File: src/rtl/rv64_decode_regfile.sv
// rv64_decode_regfile: RV64I decoder with 32x64 register file (optional write bypass via RF_WRITE_BYPASS_EN)
module rv64_decode_regfile #(
    parameter int XLEN = 64,
    parameter int NREG = 32
) (
    input  logic            clk,
    input  logic            rst,
    input  logic [31:0]     inst,
    input  logic [XLEN-1:0] rf_wdata,
    output logic [10:0]     alu_op,
    output logic [6:0]      sel_nextpc,
    output logic [1:0]      sel_alusrc1,
    output logic [3:0]      sel_alusrc2,
    output logic [XLEN-1:0] rf_rdata1,
    output logic [XLEN-1:0] rf_rdata2,
    output logic [11:0]     immI,
    output logic [20:0]     immJ,
    output logic [19:0]     immU,
    output logic [12:0]     immB,
    output logic [1:0]      sel_rfres,
    output logic [7:0]      mem_wen,
    output logic            mem_ena
);
    localparam logic [6:0] OPC_LUI    = 7'b0110111;
    localparam logic [6:0] OPC_AUIPC  = 7'b0010111;
    localparam logic [6:0] OPC_JAL    = 7'b1101111;
    localparam logic [6:0] OPC_JALR   = 7'b1100111;
    localparam logic [6:0] OPC_BRANCH = 7'b1100011;
    localparam logic [6:0] OPC_LOAD   = 7'b0000011;
    localparam logic [6:0] OPC_STORE  = 7'b0100011;
    localparam logic [6:0] OPC_OPIMM  = 7'b0010011;
    localparam logic [6:0] OPC_OP     = 7'b0110011;

    logic [6:0]      opcode;
    logic [2:0]      f3;
    logic [6:0]      f7;
    logic [4:0]      rd;
    logic [4:0]      rs1;
    logic [4:0]      rs2;
    logic            rd_wen;
    logic            wr_act;
    logic [XLEN-1:0] regs [NREG];

    assign opcode = inst[6:0];
    assign f3     = inst[14:12];
    assign f7     = inst[31:25];
    assign rd     = inst[11:7];
    assign rs1    = inst[19:15];
    assign rs2    = inst[24:20];
    assign wr_act = rst && rd_wen && rd != 5'd0;

    assign immI = (opcode == OPC_STORE) ? {inst[31:25], inst[11:7]} : inst[31:20];
    assign immJ = {inst[31], inst[19:12], inst[20], inst[30:21], 1'b0};
    assign immU = inst[31:12];
    assign immB = {inst[31], inst[7], inst[30:25], inst[11:8], 1'b0};

    // funct3 -> one-hot ALU op for register and immediate arithmetic; alt selects sub/sra
    function automatic logic [10:0] arith_op(input logic [2:0] fn, input logic alt);
        return fn == 3'd0 ? (alt ? 11'h002 : 11'h001) :
               fn == 3'd1 ? 11'h080 :
               fn == 3'd2 ? 11'h004 :
               fn == 3'd3 ? 11'h008 :
               fn == 3'd4 ? 11'h040 :
               fn == 3'd5 ? (alt ? 11'h200 : 11'h100) :
               fn == 3'd6 ? 11'h020 : 11'h010;
    endfunction

    // Control decode; anything unrecognised falls through to pc+4 with everything else off
    always_comb begin
        alu_op      = '0;
        sel_nextpc  = 7'b0000001;
        sel_alusrc1 = '0;
        sel_alusrc2 = '0;
        sel_rfres   = '0;
        mem_wen     = '0;
        mem_ena     = 1'b0;
        rd_wen      = 1'b0;
        case (opcode)
            OPC_LUI: begin
                alu_op      = 11'h400;
                sel_alusrc1 = 2'b01;
                sel_alusrc2 = 4'b0100;
                sel_rfres   = 2'b01;
                rd_wen      = 1'b1;
            end
            OPC_AUIPC: begin
                alu_op      = 11'h001;
                sel_alusrc1 = 2'b10;
                sel_alusrc2 = 4'b0100;
                sel_rfres   = 2'b01;
                rd_wen      = 1'b1;
            end
            OPC_JAL, OPC_JALR: begin
                if (opcode == OPC_JAL || f3 == 3'd0) begin
                    alu_op      = 11'h001;
                    sel_nextpc  = (opcode == OPC_JAL) ? 7'b0000010 : 7'b0000100;
                    sel_alusrc1 = 2'b10;
                    sel_alusrc2 = 4'b1000;
                    sel_rfres   = 2'b01;
                    rd_wen      = 1'b1;
                end
            end
            OPC_BRANCH: begin
                if (f3[2:1] != 2'b01) begin
                    alu_op      = f3[2] ? (f3[1] ? 11'h008 : 11'h004) : 11'h002;
                    sel_nextpc  = f3[2] ? (f3[0] ? 7'b1000000 : 7'b0100000) : (f3[0] ? 7'b0010000 : 7'b0001000);
                    sel_alusrc1 = 2'b01;
                    sel_alusrc2 = 4'b0001;
                end
            end
            OPC_LOAD: begin
                if (f3 == 3'd3) begin
                    alu_op      = 11'h001;
                    sel_alusrc1 = 2'b01;
                    sel_alusrc2 = 4'b0010;
                    sel_rfres   = 2'b10;
                    mem_ena     = 1'b1;
                    rd_wen      = 1'b1;
                end
            end
            OPC_STORE: begin
                if (!f3[2]) begin
                    alu_op      = 11'h001;
                    sel_alusrc1 = 2'b01;
                    sel_alusrc2 = 4'b0010;
                    mem_ena     = 1'b1;
                    mem_wen     = f3[1:0] == 2'd0 ? 8'h01 : f3[1:0] == 2'd1 ? 8'h03 : f3[1:0] == 2'd2 ? 8'h0F : 8'hFF;
                end
            end
            OPC_OPIMM: begin
                if (f3 == 3'd1 ? inst[31:26] == 6'b000000 :
                    f3 == 3'd5 ? (inst[31:26] == 6'b000000 || inst[31:26] == 6'b010000) : 1'b1) begin
                    alu_op      = arith_op(f3, f3 == 3'd5 && inst[30]);
                    sel_alusrc1 = 2'b01;
                    sel_alusrc2 = 4'b0010;
                    sel_rfres   = 2'b01;
                    rd_wen      = 1'b1;
                end
            end
            OPC_OP: begin
                if (f7 == 7'b0000000 || (f7 == 7'b0100000 && (f3 == 3'd0 || f3 == 3'd5))) begin
                    alu_op      = arith_op(f3, inst[30]);
                    sel_alusrc1 = 2'b01;
                    sel_alusrc2 = 4'b0001;
                    sel_rfres   = 2'b01;
                    rd_wen      = 1'b1;
                end
            end
            default: ;
        endcase
    end

    // Register file write; reset clears every entry asynchronously
    always_ff @(posedge clk or negedge rst) begin
        if (!rst) begin
            for (int i = 0; i < NREG; i++) regs[i] <= '0;
        end else if (wr_act) begin
            regs[rd] <= rf_wdata;
        end
    end

    // Combinational read ports; x0 always reads zero
    always_comb begin
`ifdef RF_WRITE_BYPASS_EN
        rf_rdata1 = rs1 == 5'd0 ? '0 : (wr_act && rs1 == rd) ? rf_wdata : regs[rs1];
        rf_rdata2 = rs2 == 5'd0 ? '0 : (wr_act && rs2 == rd) ? rf_wdata : regs[rs2];
`else
        rf_rdata1 = rs1 == 5'd0 ? '0 : regs[rs1];
        rf_rdata2 = rs2 == 5'd0 ? '0 : regs[rs2];
`endif
    end
endmodule

File: config.mk
export PLATFORM = sky130hd
export DESIGN_NAME = rv64_decode_regfile
export DESIGN_NICKNAME = d
export VERILOG_FILES = /design/src/rtl/rv64_decode_regfile.sv
export SDC_FILE = /design/constraint.sdc
export NUM_CORES = 2
export LEC_CHECK = 0
export ABC_CLOCK_PERIOD_IN_PS = 4650
export CORE_MARGIN = 2
export CORE_UTILIZATION = 45
export CTS_BUF_LIST = sky130_fd_sc_hd__clkbuf_16
export DETAILED_ROUTE_END_ITERATION = 10
export GPL_TIMING_DRIVEN = 0
export REMOVE_ABC_BUFFERS = 1
export SYNTH_ARGS = -nofsm -noshare
export SYNTH_HDL_FRONTEND = slang
export SYNTH_SLANG_ARGS = --single-unit
File: constraint.sdc
create_clock -name clk -period 4.65 [get_ports clk]
set_input_delay 0.93 -clock clk [delete_from_list [all_inputs] [get_ports clk]]
set_output_delay 0.93 -clock clk [all_outputs]
set_load 0.02 [all_outputs]
; Word-level counts from Yosys, hierarchy flattened
; Cells that the tools add are included.
[word_totals]
wordCells = 153
register_bits = 2048
out_inout_bits = 229
[classes]
eq_ne = 20
magnitude_cmp = 4
bitwise = 3
mux = 76
reduce_logical = 18
[op_table]
columns = cell, n
row1 = $bwmux W2048, 1
row2 = $bmux W64 S5, 2
row3 = $mux W64, 7
row4 = $demux W64 S5, 1
row5 = $mux W10, 9
row6 = $pmux W11 S8, 1
row7 = $mux W11, 7
row8 = $mux W8, 5
row9 = $eq A7 B6 Y1 const B, 4
row10 = $pmux W4 S7, 1
row11 = $eq A7 B7 Y1 const B, 3
row12 = $mux W7, 3
row13 = $ge A6 B6 Y1 const B, 3
row14 = $mux W1, 18
row15 = $not A5 Y6, 3
row16 = $mux W4, 4
row17 = $pmux W2 S8, 1
row18 = $eq A7 B5 Y1 const B, 2
row19 = $mux W2, 7
row20 = $pmux W7 S2, 1
row21 = $logic_not A5 Y1, 2
row22 = $mux W5, 2
row23 = $pmux W2 S5, 1
row24 = $eq A3 B3 Y1 const B, 3
row25 = 20 further kinds, 30

; Logic depth before layout (Yosys ltp)
[logic_depth]
ltp_word = 11
mapped_depth = 9
depth_no_buf = 7

; Worst setup path before layout
; OpenSTA, ideal clock, no wires.
[synth_path]
kind = input -> output
from = in inst[15]
to = out rf_rdata1[25]
path_stages = 7
required_time_ns = 3.720
arrival_ns = 3.429
path_buffers = 3
setup_slack_ns = 0.291
path_cell_list = clkbuf_1 buf_1 buf_1 mux4_2 mux2_2 a22oi_1 o21ai_0
[synth_via]
elab_chain_len = 5
elab_cells_between_ends = 6
[synth_rtl]
columns = element, line
row1 = "start, declared", 8  ; input logic [31:0] inst,
row2 = $not A5 Y6 (not written as such), 168  ; rf_rdata1 = rs1 == 5'd0 ? '0 : regs[rs1];
row3 = $bmux W64 S5, 168
row4 = $mux W64 (not written as such) (2 in series), 168
row5 = $mux W64 (*), 168
row6 = "end, declared", 14  ; output logic [XLEN-1:0] rf_rdata1,
; Every way passes the cells marked *; elsewhere a longest branch is shown, timed or not. The select of a mux whose other input is x is not followed.

; Final worst setup path
[layout_path]
from = in inst[18]
to = out rf_rdata1[7]
; The elaborated chain is that of the path after synthesis.

==> results list <==
- Pwr/cell area: 294 nW/µm²
- Remaining global-route overflow: 0
* Met3 Usage GRT: 0.0471
- In this run, distinct cell masters in the synthesized netlist total 54.
- 327 I/O pins were placed.
- Largest stage delay on the critical path: 0.72 ns
- Once routing completed, OpenROAD measured the worst setup slack at -0.0105 ns.
- Across every metal layer, demand over resource in global routing totals 0.282.
- Post-synthesis compound-gate area fraction: 0.0199
* Cell Area, Placed: 120,000 µm²
* Total length of routed wires: 351,000 µm
- Counting the buffers created by CTS gives 222.
- The floorplan has 181 rows.
- Of the total synthesized cell area, the portion taken by AND, OR, NAND and NOR gates is 0.0112.
- Hpwl dp: 217,000 µm
* Hold violation total from the final report: 0
- Routability-driven placement finished with a final weighted congestion of 0.779.
- Of the total synthesized cell area, the portion taken by XOR and XNOR cells is 0.0000793.
- The die is 500 µm wide.
- Leaving out fill and tap cells, the most frequent cell in the layout is sky130_fd_sc_hd__dfrtp_1.
* Switching portion of total power: 0.250
* R2R Path End: regs[42]
- Post-route cell area: 130,000 µm²
- The synthesized design contains 2,048 register bits.
* Failing checks: setup timing
* Layout overhead on the synthesized area: 17.3%
* PortBufs: 324
* NetSw: 9.53 mW
- For the pin with the worst max-slew slack, the measured transition is 1.14 ns.
- Vias in the first global route: 70,200
- Starting utilization of the core area: 0.454
- Proportion of synthesized area in mux cells: 0.468
- Count of synthesis-stage warnings from yosys: 0
- The worst pin sits at a relative slew slack of 0.236.
- The critical path contains buffers and inverters numbering 4 combined.
- Post-layout min period: 4.66 ns
* Pin count of the biggest net entering global routing: 180
* Post-detailed-route count of antenna-violating nets: 0
- STA puts the critical path data arrival time at 3.73 ns.
- Cell repeated most along the worst path: sky130_fd_sc_hd__buf_16
* Fmax: 0.215 GHz
- For this run, asynchronously set or reset flops after synthesis account for 1.00.
* Placeable Area: 244,000 µm²
* Number of vias per cell after detailed routing: 6.44
- Reg2reg setup slack: 3.81 ns
- Of the synthesized area, sequential elements account for 0.464.
- Global-route wire length before repair: 513,000 µm
* Total count of max-transition violations in the final report: 0
- Of the total power, the clock network draws 0.455.
* Clock tree from TritonCTS: done
* Internal power of the cells: 28.6 mW
- Layout Skew: 0 ns
* Commonest cells after routing, fill and taps aside: sky130_fd_sc_hd__dfrtp_1, sky130_fd_sc_hd__mux2_2, sky130_fd_sc_hd__mux4_2
- Summed over all cells, the static leakage comes to 58.6 nW.
- Combinational family with the most area after synthesis: multiplexers
* Count of maximum capacitance violations: 0
- Clock net sink count: 2,048
* Worst setup timing slack at the placement stage: -3.03 ns
- For met1 alone, demand over resource in global routing was 0.408.
- Post-synth EDFFs: 0
* R2r startpoint: regs[42]
- Setup violations remaining at the end of the flow were counted as 1.
- Post-route clock period utilization: 1.00
- Required time reported for the critical path endpoint: 3.72 ns
* Clk_lat worst skew: 0.87 ns
- Kind of cell with the highest combined delay on the critical path: buffers and inverters
- Result of the run: finished with violations
* Type of element capturing the critical path: output port
* Cells along the critical path: buf_8 -> buf_16 -> nand2b_4 -> buf_16 -> o22ai_1 -> nor3_2 -> clkdlybuf4s50_1
* CTS HTree Levels: 4
- The floorplan step defined a die boundary enclosing 250,000 µm².
* Ys flop type: sky130_fd_sc_hd__dfrtp_1
- The largest individual stage delay along the critical path comes from the cell sky130_fd_sc_hd__clkdlybuf4s50_1.
- Measured along the y axis, the die boundary spans 500 µm.
- In the synthesized netlist, the number of instances is 6,810.
- Flip-flop count of the largest register, all copies and words added: 2,048
* Adder and majority cell fraction of the synthesized area: 0
- IR analysis of the VDD net gives a maximum drop of 0.413 mV.
- Measured in cells, the most critical reg-to-reg path has a length of 1.
* Reg clk slew, reported paths: 0.06 ns
* Number of antenna violations at the first check in global routing: 17
* Combinational share of power: 0.077
- After synthesis, the mean cell area works out to 16.2 µm².
- Post-DR wirelength/cell: 33.7 µm
- CTS placed an instance of sky130_fd_sc_hd__clkbuf_16 at the clock tree root.
* Most flop-heavy register: regs
- Category of the most critical setup path: input port to output port
- met2 is the most crowded layer.
- Netlist Area Pre-Place: 111,000 µm²
- No sink is reached through more buffers than the 3 on the longest clock path.
* Proportion of layout cells with a drive suffix above 1: 0.588
- Number of vias in the routed layout: 67,200
- For this run, global-route usage on met2 was measured as 0.443.
- Total power for the finished layout comes to 38.2 mW.
- In the final layout, the registers with the most flip-flops are regs x2048.
- Nets: 7,137
- The worst setup path is launched from an input port.
- After detailed routing, the number of remaining DRC violations is 0.
* Share of power burned in registers: 0.468
- Core occupancy in the finished layout: 0.532
- Maximum fanout along the worst path: 45
- Number of optimization iterations in the first detailed-route pass: 5
- The worst hold path belongs to the class input port to asynchronous set/reset pin.
- In this run, the number of DRC markers left after iteration 0 of detailed routing was 6,660.
[what timing repair did]
item	CTS	global route
buffers inserted	40	16
pin swaps	9	6
endpoints found under the hold margin	55	0
resized for setup	228	27
hold buffers	1	0
setup endpoints to repair	289	155
cloned	57	3
[metrics by stage]
stage               hold WS (ns)  cells   TNS, ns
floorplan                  0.365   5947  -8533.38
global placement           0.376   9473         -
detailed placement         0.383   9900  -1153.73
CTS                       0.0338  10400   -0.0326
global route              0.0774  10400  -0.00613
finish                    0.0754  10400   -0.0105
[synthesized netlist by cell type, types with 21 or more instances]
cell type | count | area share
sky130_fd_sc_hd__nand2_1 | 91 | 0.0031
sky130_fd_sc_hd__mux4_2 | 1194 | 0.24
sky130_fd_sc_hd__buf_1 | 110 | 0.0037
sky130_fd_sc_hd__dfrtp_1 | 2048 | 0.46
sky130_fd_sc_hd__buf_2 | 176 | 0.0080
sky130_fd_sc_hd__nor3_1 | 35 | 0.0016
sky130_fd_sc_hd__mux2i_1 | 45 | 0.0041
sky130_fd_sc_hd__clkbuf_1 | 490 | 0.017
sky130_fd_sc_hd__buf_4 | 66 | 0.0045
sky130_fd_sc_hd__o21ai_0 | 79 | 0.0036
sky130_fd_sc_hd__nor2b_1 | 21 | 0.0012
sky130_fd_sc_hd__a211oi_1 | 23 | 0.0016
sky130_fd_sc_hd__a21oi_1 | 44 | 0.0020
sky130_fd_sc_hd__o22ai_1 | 33 | 0.0019
sky130_fd_sc_hd__inv_1 | 50 | 0.0017
sky130_fd_sc_hd__a2111oi_4 | 31 | 0.0077
sky130_fd_sc_hd__mux2_4 | 192 | 0.026
sky130_fd_sc_hd__mux2_2 | 1892 | 0.19
sky130_fd_sc_hd__nor2_1 | 69 | 0.0023
[how the worst max path moves through the flow]
stage               startpoint             to  cells past startpoint
floorplan              inst[6]     regs[1792]                      5
global placement      inst[20]   rf_rdata2[8]                      4
finish                inst[18]   rf_rdata1[7]                      7
CTS                   inst[15]   rf_rdata1[4]                     13
detailed placement    inst[15]  rf_rdata1[25]                     11
global route          inst[20]  rf_rdata2[44]                      9
[area by class of cell]
type / count / area, µm²
diodes: 6 / 15.0
clock buffers: 224 / 5610
clock inverters: 188 / 1420
fillers: 19500 / 114000
inverters: 51 / 193
multi-input cells: 3848 / 55400
flip-flops and latches: 2048 / 51200
well taps: 3202 / 4010
repair buffers: 868 / 11700
[power groups by stage]
stage	clock network, mW	registers (mW)	logic [mW]
2_1_floorplan	0	18.2	0.639
3_3_place_gp	0	18.3	3.40
3_5_place_dp	0	18.2	2.58
4_1_cts	17.7	17.9	2.93
5_1_grt	18.5	17.9	3.10
6_report	17.4	17.9	2.93
[routing by layer]
metal | vias up | routed length, µm | part of all wire
li1 | 26800 | - | -
met1 | 37500 | 154000 | 0.44
met2 | 2395 | 167000 | 0.47
met3 | 503 | 21900 | 0.062
met4 | 10 | 8980 | 0.026
met5 | - | 62 | 0.00018
[cells by family after synthesis]
kind of cell | after synthesis
mux | 3336
flops | 2048
buf+inv | 915
simple gates | 258
compound gates | 251
xor+xnor | 1
other cells | 1
(Power assumes the default switching activity.)
